<file path="config.mk">
export PLATFORM = sky130hd
export DESIGN_NAME = hazard_ctrl_flat
export DESIGN_NICKNAME = d
export VERILOG_FILES = /design/src/rtl/hazard_ctrl_if.sv /design/src/rtl/hazard_ctrl.sv /design/src/flat_wrapper.sv
export SDC_FILE = /design/constraint.sdc
export NUM_CORES = 1
export LEC_CHECK = 0
export ABC_AREA = 1
export BUFFER_PORTS_ARGS = -buffer_cell sky130_fd_sc_hd__buf_4
export CORE_MARGIN = 10
export CORE_UTILIZATION = 51
export DETAILED_ROUTE_END_ITERATION = 8
export PLACE_DENSITY = 0.85
export SKIP_LAST_GASP = 1
export SLEW_MARGIN = 20
export SYNTH_ARGS = -nofsm -noshare
export SYNTH_HDL_FRONTEND = slang
export SYNTH_SLANG_ARGS = --single-unit
</file>
<file path="constraint.sdc">
create_clock -name clk -period 2.8 [get_ports clk]
set_clock_uncertainty 0.05 [all_clocks]
set_input_delay 0.28 -clock clk [delete_from_list [all_inputs] [get_ports clk]]
set_output_delay 0.28 -clock clk [all_outputs]
set_load 0.01 [all_outputs]
</file>
<file path="src/rtl/hazard_ctrl_if.sv">
// hazard_ctrl_if: bundle between the D-stage instruction source and the
// hazard tracker.
//   IR_D              instruction currently held in D (driven by the pipeline)
//   stall             freeze PC/D, bubble E (driven by the tracker)
//   A3_E/M/W          destination register per stage, 0 = no write
//   RWE_E/M/W         register-write enable per stage
//   Tnew_E/M          cycles until the stage's result exists
//   Ready_E/M         Tnew_X == 0; forwarding from X is legal only when set
interface hazard_ctrl_if;
  logic [31:0] IR_D;
  logic        stall;
  logic [4:0]  A3_E, A3_M, A3_W;
  logic        RWE_E, RWE_M, RWE_W;
  logic [1:0]  Tnew_E, Tnew_M;
  logic        Ready_E, Ready_M;

  modport master (
    output IR_D,
    input  stall, A3_E, A3_M, A3_W, RWE_E, RWE_M, RWE_W,
    input  Tnew_E, Tnew_M, Ready_E, Ready_M
  );

  modport slave (
    input  IR_D,
    output stall, A3_E, A3_M, A3_W, RWE_E, RWE_M, RWE_W,
    output Tnew_E, Tnew_M, Ready_E, Ready_M
  );
endinterface

</file>
<file path="src/rtl/hazard_ctrl.sv">
// hazard_ctrl: pipeline hazard tracker for the 5-stage MIPS core.
// Decodes the D-stage instruction into a {A3, RWE, Tnew} record, carries it
// through E, M and W, and raises a combinational stall whenever a D operand
// cannot be forwarded in time.
//   clk    pipeline clock, rising edge
//   reset  synchronous, active-high; clears the E/M/W records
//   bus    hazard_ctrl_if.slave (IR_D in; stall and per-stage status out)
module hazard_ctrl (
  input logic           clk,
  input logic           reset,
  hazard_ctrl_if.slave  bus
);

  logic [31:0] ir;
  logic [5:0]  op, funct;
  logic [4:0]  rs, rt, rd;
  logic        shamt_unused;

  assign ir           = bus.IR_D;
  assign op           = ir[31:26];
  assign rs           = ir[25:21];
  assign rt           = ir[20:16];
  assign rd           = ir[15:11];
  assign funct        = ir[5:0];
  assign shamt_unused = ^ir[10:6];

  // D-stage decode: which operands are read and when, what is written and
  // when its value appears.
  logic       rs_used, rt_used;
  logic [1:0] tuse_rs, tuse_rt;
  logic [4:0] a3_raw;
  logic [1:0] tnew_raw;

  // NOTE: every output of this block gets a default first, so no path through
  // the case statements can leave one unassigned and infer a latch.
  always_comb begin
    rs_used  = 1'b0;
    rt_used  = 1'b0;
    tuse_rs  = 2'd0;
    tuse_rt  = 2'd0;
    a3_raw   = 5'd0;
    tnew_raw = 2'd0;
    case (op)
      6'h00: begin
        case (funct)
          6'h21, 6'h23: begin // addu, subu
            rs_used  = 1'b1;
            rt_used  = 1'b1;
            tuse_rs  = 2'd1;
            tuse_rt  = 2'd1;
            a3_raw   = rd;
            tnew_raw = 2'd1;
          end
          6'h08: begin // jr
            rs_used = 1'b1;
            tuse_rs = 2'd0;
          end
          default: ;
        endcase
      end
      6'h0D: begin // ori
        rs_used  = 1'b1;
        tuse_rs  = 2'd1;
        a3_raw   = rt;
        tnew_raw = 2'd1;
      end
      6'h0F: begin // lui
        a3_raw   = rt;
        tnew_raw = 2'd1;
      end
      6'h23: begin // lw
        rs_used  = 1'b1;
        tuse_rs  = 2'd1;
        a3_raw   = rt;
        tnew_raw = 2'd2;
      end
      6'h2B: begin // sw: store data is only needed in M
        rs_used = 1'b1;
        rt_used = 1'b1;
        tuse_rs = 2'd1;
        tuse_rt = 2'd2;
      end
      6'h04: begin // beq
        rs_used = 1'b1;
        rt_used = 1'b1;
      end
      6'h03: begin // jal: link value is known at decode
        a3_raw   = 5'd31;
        tnew_raw = 2'd0;
      end
      default: ; // j and unknown encodings read and write nothing
    endcase
  end

  // Writes to $0 are dropped here so the record can never match an operand.
  logic       rwe_d;
  logic [1:0] tnew_d;
  assign rwe_d  = (a3_raw != 5'd0);
  assign tnew_d = rwe_d ? tnew_raw : 2'd0;

  // Stage records.
  logic [4:0] e_a3, m_a3, w_a3;
  logic       e_rwe, m_rwe, w_rwe;
  logic [1:0] e_tnew, m_tnew;

  function automatic logic hit(input logic used, input logic [4:0] src,
                               input logic [1:0] tuse, input logic rwe,
                               input logic [4:0] a3, input logic [1:0] tnew);
    return used && (src != 5'd0) && rwe && (src == a3) && (tnew > tuse);
  endfunction

  logic stall;
  assign stall = hit(rs_used, rs, tuse_rs, e_rwe, e_a3, e_tnew)
               | hit(rs_used, rs, tuse_rs, m_rwe, m_a3, m_tnew)
               | hit(rt_used, rt, tuse_rt, e_rwe, e_a3, e_tnew)
               | hit(rt_used, rt, tuse_rt, m_rwe, m_a3, m_tnew);

  // NOTE: state registers use non-blocking assignments so every stage samples
  // its predecessor's pre-edge value, modelling a true shift of the pipeline.
  always_ff @(posedge clk) begin
    if (reset) begin
      e_a3   <= 5'd0;
      e_rwe  <= 1'b0;
      e_tnew <= 2'd0;
      m_a3   <= 5'd0;
      m_rwe  <= 1'b0;
      m_tnew <= 2'd0;
      w_a3   <= 5'd0;
      w_rwe  <= 1'b0;
    end else begin
      if (stall) begin
        e_a3   <= 5'd0;
        e_rwe  <= 1'b0;
        e_tnew <= 2'd0;
      end else begin
        e_a3   <= a3_raw;
        e_rwe  <= rwe_d;
        e_tnew <= tnew_d;
      end
      m_a3   <= e_a3;
      m_rwe  <= e_rwe;
      m_tnew <= (e_tnew == 2'd0) ? 2'd0 : e_tnew - 2'd1;
      w_a3   <= m_a3;
      w_rwe  <= m_rwe;
    end
  end

  assign bus.stall   = stall;
  assign bus.A3_E    = e_a3;
  assign bus.A3_M    = m_a3;
  assign bus.A3_W    = w_a3;
  assign bus.RWE_E   = e_rwe;
  assign bus.RWE_M   = m_rwe;
  assign bus.RWE_W   = w_rwe;
  assign bus.Tnew_E  = e_tnew;
  assign bus.Tnew_M  = m_tnew;
  assign bus.Ready_E = (e_tnew == 2'd0);
  assign bus.Ready_M = (m_tnew == 2'd0);

endmodule

</file>
<file path="src/flat_wrapper.sv">
// flat-port wrapper written by rule: the top's interface ports become plain ports
module hazard_ctrl_flat 
  (clk, reset, bus_IR_D, bus_stall, bus_A3_E, bus_A3_M, bus_A3_W, bus_RWE_E, bus_RWE_M, bus_RWE_W, bus_Tnew_E, bus_Tnew_M, bus_Ready_E, bus_Ready_M);
  hazard_ctrl_if bus_i ();
  input logic clk;
  input logic reset;
  input wire logic [$bits(bus_i.IR_D)-1:0] bus_IR_D;
  output wire logic [$bits(bus_i.stall)-1:0] bus_stall;
  output wire logic [$bits(bus_i.A3_E)-1:0] bus_A3_E;
  output wire logic [$bits(bus_i.A3_M)-1:0] bus_A3_M;
  output wire logic [$bits(bus_i.A3_W)-1:0] bus_A3_W;
  output wire logic [$bits(bus_i.RWE_E)-1:0] bus_RWE_E;
  output wire logic [$bits(bus_i.RWE_M)-1:0] bus_RWE_M;
  output wire logic [$bits(bus_i.RWE_W)-1:0] bus_RWE_W;
  output wire logic [$bits(bus_i.Tnew_E)-1:0] bus_Tnew_E;
  output wire logic [$bits(bus_i.Tnew_M)-1:0] bus_Tnew_M;
  output wire logic [$bits(bus_i.Ready_E)-1:0] bus_Ready_E;
  output wire logic [$bits(bus_i.Ready_M)-1:0] bus_Ready_M;
  assign bus_i.IR_D = bus_IR_D;
  assign bus_stall = bus_i.stall;
  assign bus_A3_E = bus_i.A3_E;
  assign bus_A3_M = bus_i.A3_M;
  assign bus_A3_W = bus_i.A3_W;
  assign bus_RWE_E = bus_i.RWE_E;
  assign bus_RWE_M = bus_i.RWE_M;
  assign bus_RWE_W = bus_i.RWE_W;
  assign bus_Tnew_E = bus_i.Tnew_E;
  assign bus_Tnew_M = bus_i.Tnew_M;
  assign bus_Ready_E = bus_i.Ready_E;
  assign bus_Ready_M = bus_i.Ready_M;
  hazard_ctrl u_core (.clk(clk), .reset(reset), .bus(bus_i));
endmodule
</file>
### Word-level counts from Yosys, hierarchy flattened

Index checks and enable logic that the tools add are counted.

* muxes and demuxes: 10
* equal/unequal tests: 13
* $add $sub $neg: 1
* magnitude comparators: 4
* bitwise gates (word level): 4
* reductions and logical operators: 30

Operator list (number)
* 6-bit == test, second input constant: 4
* 5-bit == test: 4
* 6-bit by 4-bit == test with 1-bit output, second input constant: 3
* 5-bit one-hot mux with 3 select lines: 1
* 5-bit nonzero test: 3
* 1-bit logical AND: 14
* 3-bit OR reduction: 4
* 2-bit OR reduction: 5
* 2-bit greater-than comparator: 4
* 2-bit one-hot mux with 2 select lines: 2
* 6-bit by 2-bit == test with 1-bit output, second input constant: 1
* 6-bit by 3-bit == test with 1-bit output, second input constant: 1
* 6-bit logical NOT: 1
* 2-bit one-hot mux with 3 select lines: 1
* 5-bit two-way mux: 1
* 2-bit logical NOT: 2
* 1-bit one-hot mux with 2 select lines: 2
* 4-bit OR reduction: 1
* 1-bit two-way mux: 3
* 1-bit bitwise OR: 3
* 2-bit by 1-bit subtractor with 2-bit output, second input constant: 1
* 1-bit inverter: 1

* register bits after elaboration: 22
* input port bits: 34
* logic and storage cells: 70
* output and inout bits: 25

### Depth between registers and ports, before layout

* word-level depth: 12
* depth in mapped cells: 15
* depth with buffers taken out: 15

### Worst setup path after synthesis

No wires, ideal clock.

* path kind: input to output
* start point: input port bus_IR_D[29]
* end point: output port bus_stall
* cell stages on the path: 13
* path buffers: 0
* path slack: 0.868 ns
* required time: 2.470 ns
* arrival: 1.602 ns
* cell sequence: nor2_2 inv_2 nor2_4 nand2_2 inv_2 ha_1 nand2_1 nand4_1 nor2_1 nand4_1 nand2_1 nand3b_4 nand2_4

* longest elaborated chain between the ends: 10
* elaborated cells on any way between the ends: 33
* those cells by class: order compare (4); eq/ne (4); mux (4); bitwise (3); reduce/logical (18)

Ends and longest elaborated chain
* from (decl): line flat_wrapper.sv:7 `input wire logic [$bits(bus_i.IR_D)-1:0] bus_IR_D;`
* parallel branches: the longest is 9 deep, another holds 2-bit greater-than comparator
* 1-bit bitwise OR *: line hazard_ctrl.sv:116 `| hit(rt_used, rt, tuse_rt, m_rwe, m_a3, m_tnew);`
* to (decl): line flat_wrapper.sv:8 `output wire logic [$bits(bus_i.stall)-1:0] bus_stall;`

Mark *: on every way between the ends.

### Worst setup path after layout

* start point: input port bus_IR_D[27]
* end point: output port bus_stall

The elaborated chain is that of the path after synthesis.

==> flow_summary.yaml <==
cts:
  cts_setup_buffers: 0
  numCtsBuffers: 3
  cts_root_buf: "clkbuf_4"
  insertion_delay_ns: 0.31
  cts_tree: "built"
  cts_sinks: 22
  clockBufferDepth: 2
  htreeDepth: 1
  postCtsHoldBufs: 0
  path_clk_slew_ns: 0.12
  ctsResizeCount: 0
power_and_ir_drop:
  seqPwrFrac_pct: 53.2
  swShare_pct: 25.8
  p_per_area_mw_per_mm2: 324
  p_leak_nw: 0.922
  comb_power_share_pct: 17.4
  clock_power_share_pct: 29.3
  intPower_uw: 447
  ir_drop_mv: 0.257
  p_sw_uw: 155
floorplan:
  die_x_microns: 72.2
  start_util_pct: 54.6
  die_h_microns: 72.2
  rows: 18
  die_area_sq_mm: 0.00521
  pin_count: 59
  coreArea_sq_mm: 0.00254
drt:
  first_pass_iters: 4
  avgViaCountPerCell: 5.05
  wl_per_cell_microns: 12.6
  first_iter_violations: 107
  routed_wirelength_mm: 3.72
  antenna_left: 0
  vias: 1496
  drc: 0
sta:
  finalSetupTns_ns: 0
  finalSetupViolCount: 0
  setup_ws_ns: 0.356
  period_share_pct: 87.3
  grt_setup_unrepaired: "false"
  relSlewSlack_pct: 83.0
  fmax_mhz: 409
  maxSlewViolCount: 0
  worst_pin_slew_ns: 0.253
  finalHoldViolCount: 0
  finalCriticalPeriod_ns: 2.44
global_routing:
  track_usage_pct: 13.9
  grt_max_degree: 16
  antenna_found_initial: 0
  grt-ovfl-total: 0
  grt_pass1_vias: 1477
  grt_pass1_wl_mm: 6.18
synth:
  yosys.area.top_type: "dfxtp_1"
  synth_area_sq_mm: 0.00139
  ys_seq_elements: 22
  yosys_warnings: 0
  syn_nets: 249
  synth_area_leaders: "dfxtp_1, nand2_1, inv_1, nor2_1, nand3_1"
  ys_seq_area_share_pct: 31.7
  syn_inst: 210
  netlist.area_leader.share_pct: 31.7
  syn_area_per_cell_sq_um: 6.62
  synth_cell_types: 26
worst_setup_path:
  critPathCaptureType: "primary output"
  critPathArrivalTime_ns: 2.11
  critPathLaunchType: "primary input"
  crit_chain: "buf_4 -> nor2_1 -> nand2_2 -> nor2_4 -> nand2_2 -> inv_2 -> ha_1 -> a211oi_1 -> nand3_1 -> nand2_1 -> nand3b_4 -> nand2_4 -> buf_4"
  cp_max_fo: 6
  slowest_delay_ns: 0.25
  cp_slowest_cell: "a211oi_1"
  reg2regPathDepth: 10
  crit_type: "primary input to primary output"
  worstPathRequired_ns: 2.47
worst_hold_path:
  hp-class: "primary input to register"
  hold_depth: 3
cells_and_area:
  antenna_cells: 0
  n_fill_cell: 228
  drive_gt1_share_pct: 28.9
  final_nets: 306
  areaGrowthSynthToFinish_pct: 33.7
run:
  drv_cap: 0
placement:
  place.gp.congestion: 0.932
  hpwl_mm: 3.19
  pre_cts_slack_ns: 0.351
  io_buffers: 53
run_status:
  outcome: "complete, no violations"
power by group through the flow:
| stage | clock network (mW) | logic [mW] | registers [mW] |
|---|---|---|---|
| 2_1_floorplan | 0 | 0.0464 | 0.328 |
| 3_3_place_gp | 0 | 0.103 | 0.327 |
| 3_5_place_dp | 0 | 0.105 | 0.327 |
| 4_1_cts | 0.178 | 0.105 | 0.320 |
| 5_1_grt | 0.185 | 0.117 | 0.321 |
| 6_report | 0.177 | 0.105 | 0.320 |
registers in the layout, indices dropped and copies added (netlist names):
| signal | count |
|---|---|
| u_core.bus.A3_M | 5 |
| u_core.bus.A3_W | 5 |
| u_core.bus.Tnew_E | 2 |
| u_core.bus.RWE_E | 1 |
| u_core.bus.RWE_W | 1 |
| u_core.bus.A3_E | 5 |
| u_core.bus.Tnew_M | 2 |
| u_core.bus.RWE_M | 1 |
path summary, 6_finish.rpt:
| check | start | to | slack [ns] |
|---|---|---|---|
| min reg2reg | u_core.bus.RWE_M$_SDFF_PP0_ | u_core.bus.RWE_W$_SDFF_PP0_ | 0.42 |
| min | bus_IR_D[12] | u_core.bus.A3_E[1]$_SDFF_PP0_ | 0.15 |
| max reg2reg | u_core.bus.Tnew_E[0]$_SDFF_PP0_ | u_core.bus.A3_E[4]$_SDFF_PP0_ | 1.17 |
| max | bus_IR_D[27] | bus_stall | 0.36 |
cells in the mapped netlist:
master     number
a211oi_1        1
a21oi_1         3
a21oi_2         2
a31oi_1         2
and3_1          1
clkbuf_1        1
dfxtp_1        22
ha_1            5
inv_1          37
inv_2           3
nand2_1        41
nand2_2         4
nand2_4         1
nand3_1        19
nand3_2         2
nand3b_4        1
nand4_1         3
nor2_1         35
nor2_2          2
nor2_4          3
nor3_1          6
nor3_2          2
o2111ai_1       1
o211ai_1        1
o21ai_0         5
xnor2_1         7
worst max-delay path, delay by kind of cell:
kind                       cells  cell delay, ns
and+or+nand+nor                8            0.98
adders and majority gates      1            0.24
buffers and inverters          3            0.36
AOI/OAI and AO/OA              1            0.25
metal layers:
layer  wire length (microns)  share of wire [%]  vias to the layer above  track usage [%]
li1                        -                  -                      766                -
met1                    1530                 41                      661             15.4
met2                    1760                 47                       60             23.7
met3                     337                9.1                        9             4.49
met4                      86                2.3                        0             6.02
met5                       0                  0                        -                0
per-stage QoR:
| stage | hold WS (ns) | cells | instance area (sq um) | utilization, % | power, mW |
|---|---|---|---|---|---|
| finish | 0.152 | 296 | 1860 | 73.0 | 0.602 |
| global route | 0.172 | 296 | 1860 | 73.0 | 0.623 |
| CTS | 0.161 | 296 | 1860 | 73.0 | 0.604 |
| detailed placement | 0.412 | 292 | 1820 | 71.6 | 0.432 |
| global placement | 0.407 | 292 | 1820 | 71.6 | 0.430 |
| floorplan | 0.302 | 210 | 1390 | - | 0.375 |
layout by cell type (no fill, tap or decap), types with 2 or more instances in the layout:
cell type and n:
a21oi_1 3, nor3_2 2, nor3_1 6, nand2_2 4, nor2_4 3, clkbuf_4 3, o21ai_0 5, buf_4 53
a31oi_1 2, inv_1 37, nand3_1 19, nor2_1 35, ha_1 5, nor2_2 2, inv_2 3, a21oi_2 2
nand3_2 2, xnor2_1 7, dfxtp_1 22, nand2_1 41, nand4_1 3
cell families (layout without fill, tap and decap cells):
kind of cell             Yosys count  count (layout)  share of synthesized area [%]
adder cells (fa/ha/maj)            5               5                           4.50
AND/OR/NAND/NOR                  120             120                           41.6
XOR/XNOR                           7               7                           4.41
AO/OA/AOI/OAI                     15              15                           6.75
buffers and inverters             41              97                           11.1
flip-flops                        22              22                           31.7
area by class of cell:
| class | count | area [sq um] | area share (%) |
|---|---|---|---|
| repair buffers | 53 | 398 | 21.4 |
| clock buffers | 4 | 36.3 | 1.95 |
| multi-input cells | 147 | 796 | 42.8 |
| inverters | 40 | 150 | 8.08 |
| well taps | 30 | 37.5 | 2.02 |
| flip-flops and latches | 22 | 440 | 23.7 |
(Power assumes the default switching activity.)
